$ cat src/rtl/pgr_fft_ctrl_mc.sv
// Multi-channel FFT frame controller: per-channel length/mode config, frame sequencing IDLE/CFG/LOAD/CALC/OUT.
// Optional macro FFT_CTRL_LEN_CHK_EN adds beat-count length checking and the len_err output.
`timescale 1ns/1ps
module pgr_fft_ctrl_mc #(
    parameter int NUM_CH     = 2,
    parameter int LEN_WIDTH  = 16,
    parameter int FFT_LENGTH = 1024,
    parameter int FFT_MODE   = 0,
    localparam int CH_W      = (NUM_CH > 1) ? $clog2(NUM_CH) : 1
) (
    input  logic                 clk,
    input  logic                 rst,
    input  logic                 cfg_valid,
    input  logic [23:0]          cfg_data,
    output logic                 cfg_ready,
    input  logic                 s_axi_valid,
    input  logic                 s_axi_last,
    input  logic [CH_W-1:0]      s_axi_tid,
    output logic                 s_axi_ready,
    output logic                 dft_mode,
    output logic [LEN_WIDTH-1:0] dft_length,
    output logic [3:0]           fft_lev_limit,
    output logic [CH_W-1:0]      fft_ch,
    input  logic                 fft_cdone,
    input  logic                 fft_odone,
    output logic                 fft_idone,
    output logic                 busy
`ifdef FFT_CTRL_LEN_CHK_EN
    ,output logic                len_err
`endif
);

    typedef enum logic [4:0] {
        S_IDLE = 5'b00001,
        S_CFG  = 5'b00010,
        S_LOAD = 5'b00100,
        S_CALC = 5'b01000,
        S_OUT  = 5'b10000
    } state_t;

    // floor(log2(len)) clamped to 3..15; a zero length stands for 2^LEN_WIDTH
    function automatic logic [3:0] lev_of(input logic [LEN_WIDTH-1:0] len);
        int msb;
        msb = LEN_WIDTH;
        for (int i = 0; i < LEN_WIDTH; i++) begin
            if (len[i]) msb = i;
        end
        if (msb < 3)  msb = 3;
        if (msb > 15) msb = 15;
        return 4'(msb);
    endfunction

    localparam logic [LEN_WIDTH-1:0] RST_LEN  = LEN_WIDTH'(FFT_LENGTH);
    localparam logic                 RST_MODE = (FFT_MODE != 0);
    localparam logic [3:0]           RST_LEV  = lev_of(RST_LEN);

    state_t                 state_q, state_d;
    logic [LEN_WIDTH-1:0]   cfg_len_q  [NUM_CH];
    logic [LEN_WIDTH-1:0]   cfg_len_d  [NUM_CH];
    logic                   cfg_mode_q [NUM_CH];
    logic                   cfg_mode_d [NUM_CH];
    logic [LEN_WIDTH-1:0]   len_q, len_d;
    logic                   mode_q, mode_d;
    logic [3:0]             lev_q, lev_d;
    logic [CH_W-1:0]        ch_q, ch_d;
    logic [LEN_WIDTH:0]     cnt_q, cnt_d;
    logic                   cfg_ready_q, cfg_ready_d;
    logic                   s_ready_q, s_ready_d;
    logic                   idone_q, idone_d;
    logic                   busy_q, busy_d;
    logic                   beat_acc;
    logic [CH_W-1:0]        tid_sel;
    logic [5:0]             cfg_idx;
`ifdef FFT_CTRL_LEN_CHK_EN
    logic                   err_q, err_d;
    logic [LEN_WIDTH+1:0]   cnt_nxt;
    logic [LEN_WIDTH+1:0]   limit;
`endif

    logic unused_cfg_bits;
    assign unused_cfg_bits = ^cfg_data;

    always_comb begin
        state_d    = state_q;
        cfg_len_d  = cfg_len_q;
        cfg_mode_d = cfg_mode_q;
        len_d      = len_q;
        mode_d     = mode_q;
        lev_d      = lev_q;
        ch_d       = ch_q;
        cnt_d      = cnt_q;
        idone_d    = 1'b0;
        beat_acc   = s_axi_valid & s_ready_q;
        tid_sel    = (32'(s_axi_tid) < NUM_CH) ? s_axi_tid : '0;
        cfg_idx    = cfg_data[22:17];
`ifdef FFT_CTRL_LEN_CHK_EN
        err_d      = 1'b0;
        cnt_nxt    = {1'b0, cnt_q} + 1'b1;
        limit      = (len_q == '0) ? (LEN_WIDTH+2)'(1) << LEN_WIDTH : {2'b00, len_q};
`endif
        case (state_q)
            S_IDLE: begin
                if (s_axi_valid) begin
                    state_d = S_LOAD;
                    len_d   = cfg_len_q[tid_sel];
                    mode_d  = cfg_mode_q[tid_sel];
                    lev_d   = lev_of(cfg_len_q[tid_sel]);
                    ch_d    = tid_sel;
                    cnt_d   = '0;
                end else if (cfg_valid) begin
                    state_d = S_CFG;
                end
            end
            S_CFG: begin
                if (cfg_valid && cfg_ready_q && (32'(cfg_idx) < NUM_CH)) begin
                    cfg_len_d[cfg_idx[CH_W-1:0]]  = cfg_data[LEN_WIDTH-1:0];
                    cfg_mode_d[cfg_idx[CH_W-1:0]] = cfg_data[16];
                end
                state_d = S_IDLE;
            end
            S_LOAD: begin
                if (beat_acc) begin
                    if (cnt_q != '1) cnt_d = cnt_q + 1'b1;
                    if (s_axi_last) begin
                        state_d = S_CALC;
                        idone_d = 1'b1;
`ifdef FFT_CTRL_LEN_CHK_EN
                        err_d   = (cnt_nxt != limit);
                    end else if (cnt_nxt == limit) begin
                        // frame reached its configured length without last: truncate
                        state_d = S_CALC;
                        idone_d = 1'b1;
                        err_d   = 1'b1;
`endif
                    end
                end
            end
            S_CALC: if (fft_cdone) state_d = S_OUT;
            S_OUT:  if (fft_odone) state_d = S_IDLE;
            default: state_d = S_IDLE;
        endcase
        cfg_ready_d = (state_d == S_CFG);
        s_ready_d   = (state_d == S_LOAD);
        busy_d      = (state_d == S_LOAD) || (state_d == S_CALC) || (state_d == S_OUT);
    end

    always_ff @(posedge clk) begin
        if (rst) begin
            state_q     <= S_IDLE;
            for (int i = 0; i < NUM_CH; i++) begin
                cfg_len_q[i]  <= RST_LEN;
                cfg_mode_q[i] <= RST_MODE;
            end
            len_q       <= RST_LEN;
            mode_q      <= RST_MODE;
            lev_q       <= RST_LEV;
            ch_q        <= '0;
            cnt_q       <= '0;
            cfg_ready_q <= 1'b0;
            s_ready_q   <= 1'b0;
            idone_q     <= 1'b0;
            busy_q      <= 1'b0;
`ifdef FFT_CTRL_LEN_CHK_EN
            err_q       <= 1'b0;
`endif
        end else begin
            state_q     <= state_d;
            cfg_len_q   <= cfg_len_d;
            cfg_mode_q  <= cfg_mode_d;
            len_q       <= len_d;
            mode_q      <= mode_d;
            lev_q       <= lev_d;
            ch_q        <= ch_d;
            cnt_q       <= cnt_d;
            cfg_ready_q <= cfg_ready_d;
            s_ready_q   <= s_ready_d;
            idone_q     <= idone_d;
            busy_q      <= busy_d;
`ifdef FFT_CTRL_LEN_CHK_EN
            err_q       <= err_d;
`endif
        end
    end

    assign cfg_ready     = cfg_ready_q;
    assign s_axi_ready   = s_ready_q;
    assign dft_mode      = mode_q;
    assign dft_length    = len_q;
    assign fft_lev_limit = lev_q;
    assign fft_ch        = ch_q;
    assign fft_idone     = idone_q;
    assign busy          = busy_q;
`ifdef FFT_CTRL_LEN_CHK_EN
    assign len_err       = err_q;
`endif

endmodule
$ cat config.mk
export PLATFORM = sky130hd
export DESIGN_NAME = pgr_fft_ctrl_mc
export DESIGN_NICKNAME = d
export VERILOG_FILES = /design/src/rtl/pgr_fft_ctrl_mc.sv
export SDC_FILE = /design/constraint.sdc
export NUM_CORES = 1
export LEC_CHECK = 0
export CORE_MARGIN = 4
export CORE_UTILIZATION = 62
export CTS_CLUSTER_SIZE = 40
export DETAILED_ROUTE_END_ITERATION = 12
export DONT_BUFFER_PORTS = 1
export PLACE_DENSITY = 0.78
export SLEW_MARGIN = 10
export SYNTH_ARGS = -nofsm -noshare
export SYNTH_HDL_FRONTEND = slang
export SYNTH_SLANG_ARGS = --single-unit
$ cat constraint.sdc
create_clock -name clk -period 2.4 [get_ports clk]
set_clock_uncertainty 0.1 [all_clocks]
set_input_delay 0 -clock clk [delete_from_list [all_inputs] [get_ports clk]]
set_output_delay 0 -clock clk [all_outputs]
set_load 0.01 [all_outputs]
==> metrics <==
status=finished, violations left; failing checks=hold timing; CTS max path bufs=2; Psw=0.5840 mW; synth warn=0; CTS buffer count=9; initial core utilization=0.6560; vias in the first global route=2181; H-tree lvl count=3; Setup TNS Final=0 ns; area leader, netlist=dfxtp_1; layout overhead on the synthesized area=15.79%; sequential fraction of the synthesis area=0.4464; hpwl dp=4.090 mm; Post-synth EDFFs=0; 1st-pass router iterations=4; Worst Tran Pin Value=0.5597 ns; # rows=24; power consumption=2.332 mW; io pins=58; clk root buf=clkbuf_8; area of the multi-input gates=1455 um^2; worst hold slack=-0.003470 ns; final hold violations=1; Max Freq=0.4925 GHz; Via density=5.937; synth unique cells=37; TritonCTS clock tree=built; I/O Buffers=0; reg2reg setup slack=0.37 ns; Die Y-Extent=76.57 um; fin crit share=0.8460; Starting DRT DRC Count=243; maximum vdd drop=0.0004458 V; Clock power frac=0.388; PD cells=690.9 nW/um^2; largest net degree at the start of global routing=64; maximum fanout along the worst path=7; RSZ-0062 raised after global routing=false; Async S/R FF share, synth=0; Clock Latency Late Sink=0.35 ns; P_int=1.748 mW; Flop pwr share=0.509; Worst-path clk slew=0.07 ns; Static Leak=1.484 nW; crit path time final=2.030 ns; Routed WL=6.290 mm; overall routing resource usage=0.2284; wire per inst=15.80 um; combinational share of power=0.103; gr ovfl total=0; syn nets=350; Post-Layout Cell Count=398; initial antenna violation count=0; ys flop type=dfxtp_1; die outline width=76.57 um; Worst Setup Path Type=reg -> reg; Syn Inst Count=318; Seq cells post-synth=65; nets=373; first-pass GRT wire length=10.60 mm; CP arrival=2.22 ns; Final Max Slew Viols=0; Max Cap Viol=0; leading post-synthesis cells by cell area=dfxtp_1 45%, mux2i_1 17%, nor2_1 8.8%; CP Launch Type=flip-flop; Setup WS pre-CTS=0.5160 ns; Setup WS post-layout=0.3696 ns; worst rel slew slack=0.6255; Post-Syn Area=2915 um^2; layout cell share with drive strength beyond 1=0.06069; antenna-violating nets left=0; total area of sequential cells=1301 um^2; DR vias=2363; Synth top area share=0.4464; Placed Cells=354; total die area=5863 um^2; DR DRC count=0; Critical Path RT=2.59 ns; antenna cells=0; Hold Crit Class=in -> reg; Sink Count=65; gpl congestion=0.8373; Crit. End Element=flip-flop; fill cell count=339; Core Area=4444 um^2; syn_area_per_cell=9.168 um^2; Final setup viols=0; switching share of total power=0.2504
## layout by cell type, fill, tap and decap left out, drive strengths merged, types with 6 or more instances in the layout
cell type / n
a211oi: 19
mux2i: 49
clkbuf: 13
dlygate4sd3: 26
nor2: 68
dfxtp: 65
inv: 8
o21ai: 8
nand2: 6
a21oi: 15
nor3: 18
## stage by stage
| step | instance area (um^2) | util |
|---|---|---|
| 2_1_floorplan | 2915 | - |
| 3_3_place_gp | 2879 | 0.6478 |
| 3_5_place_dp | 2879 | 0.6478 |
| 4_1_cts | 3376 | 0.7596 |
| 5_1_grt | 3376 | 0.7596 |
| 6_report | 3376 | 0.7596 |
## cell type report
type	count	share of cell area
clock buffers	13	0.04411
clock inverters	3	0.01186
inverters	8	0.008895
multi-input cells	227	0.4311
flip-flops and latches	65	0.3855
well taps	52	0.01927
repair buffers	30	0.09933
## critical path, cell delays in order (launching register included)
cell and delay [ns]:
dfxtp_1 0.42, nor2b_1 0.32, nand3b_1 0.22, nor2_1 0.14, o21ai_0 0.08, a21oi_1 0.15
dlygate4sd3_1 0.55
## kinds of logic (layout without fill, tap and decap cells)
family | after synthesis | count (layout) | synth area share
mux | 49 | 49 | 0.1682
compound gates | 55 | 55 | 0.1279
flops | 65 | 65 | 0.4464
buf+inv | 26 | 54 | 0.05451
simple gates | 123 | 123 | 0.2030
## cells in the mapped netlist (all sizes together) (5+ instances only)
cell type,number
nor2b,5
nand2b,5
inv,8
nor2,68
a211oi,19
buf,11
mux2i,49
dfxtp,65
o21ai,8
a21oi,15
nand2,6
clkbuf,7
nor3,18
a211o,5
## power by group through the flow
stage / clock (mW) / combinational [mW] / sequential (mW)
CTS: 0.917 / 0.239 / 1.19
global placement: 0 / 0.166 / 1.21
floorplan: 0 / 0.177 / 1.20
global route: 0.983 / 0.264 / 1.19
finish: 0.905 / 0.240 / 1.19
detailed placement: 0 / 0.170 / 1.21
## routing by layer
metal / vias up / global-route usage / routed length (um)
met5: - / 0 / 0
met4: 0 / 0.1014 / 106
met3: 11 / 0.07210 / 479
met2: 84 / 0.3489 / 2910
met1: 1090 / 0.2946 / 2793
li1: 1178 / - / -
## sequential cells by signal, summed over array words and instances (netlist names)
name           flops
cfg_len_q         32
dft_length        16
state_q            5
fft_lev_limit      4
cfg_mode_q         2
busy               1
cfg_ready          1
dft_mode           1
fft_ch             1
fft_idone          1
s_axi_ready        1
## worst paths after layout
check	startpoint	end	cells past startpoint
worst max-delay path	state_q[0]$_SDFF_PP1_	state_q[3]$_SDFF_PP0_	6
worst min-delay path	s_axi_tid	fft_lev_limit[1]$_SDFFE_PP1P_	4
worst min register to register	fft_ch$_SDFFE_PP0P_	fft_ch$_SDFFE_PP0P_	2
worst max register to register	state_q[0]$_SDFF_PP1_	state_q[3]$_SDFF_PP0_	6
## repair_timing
action,in CTS,in global routing
hold endpoints to repair,65,0
endpoints found under the setup margin,0,0
gates resized for setup,0,0
hold buffers,28,0
buffers inserted,0,0
Power figures use the tool's default switching activity.
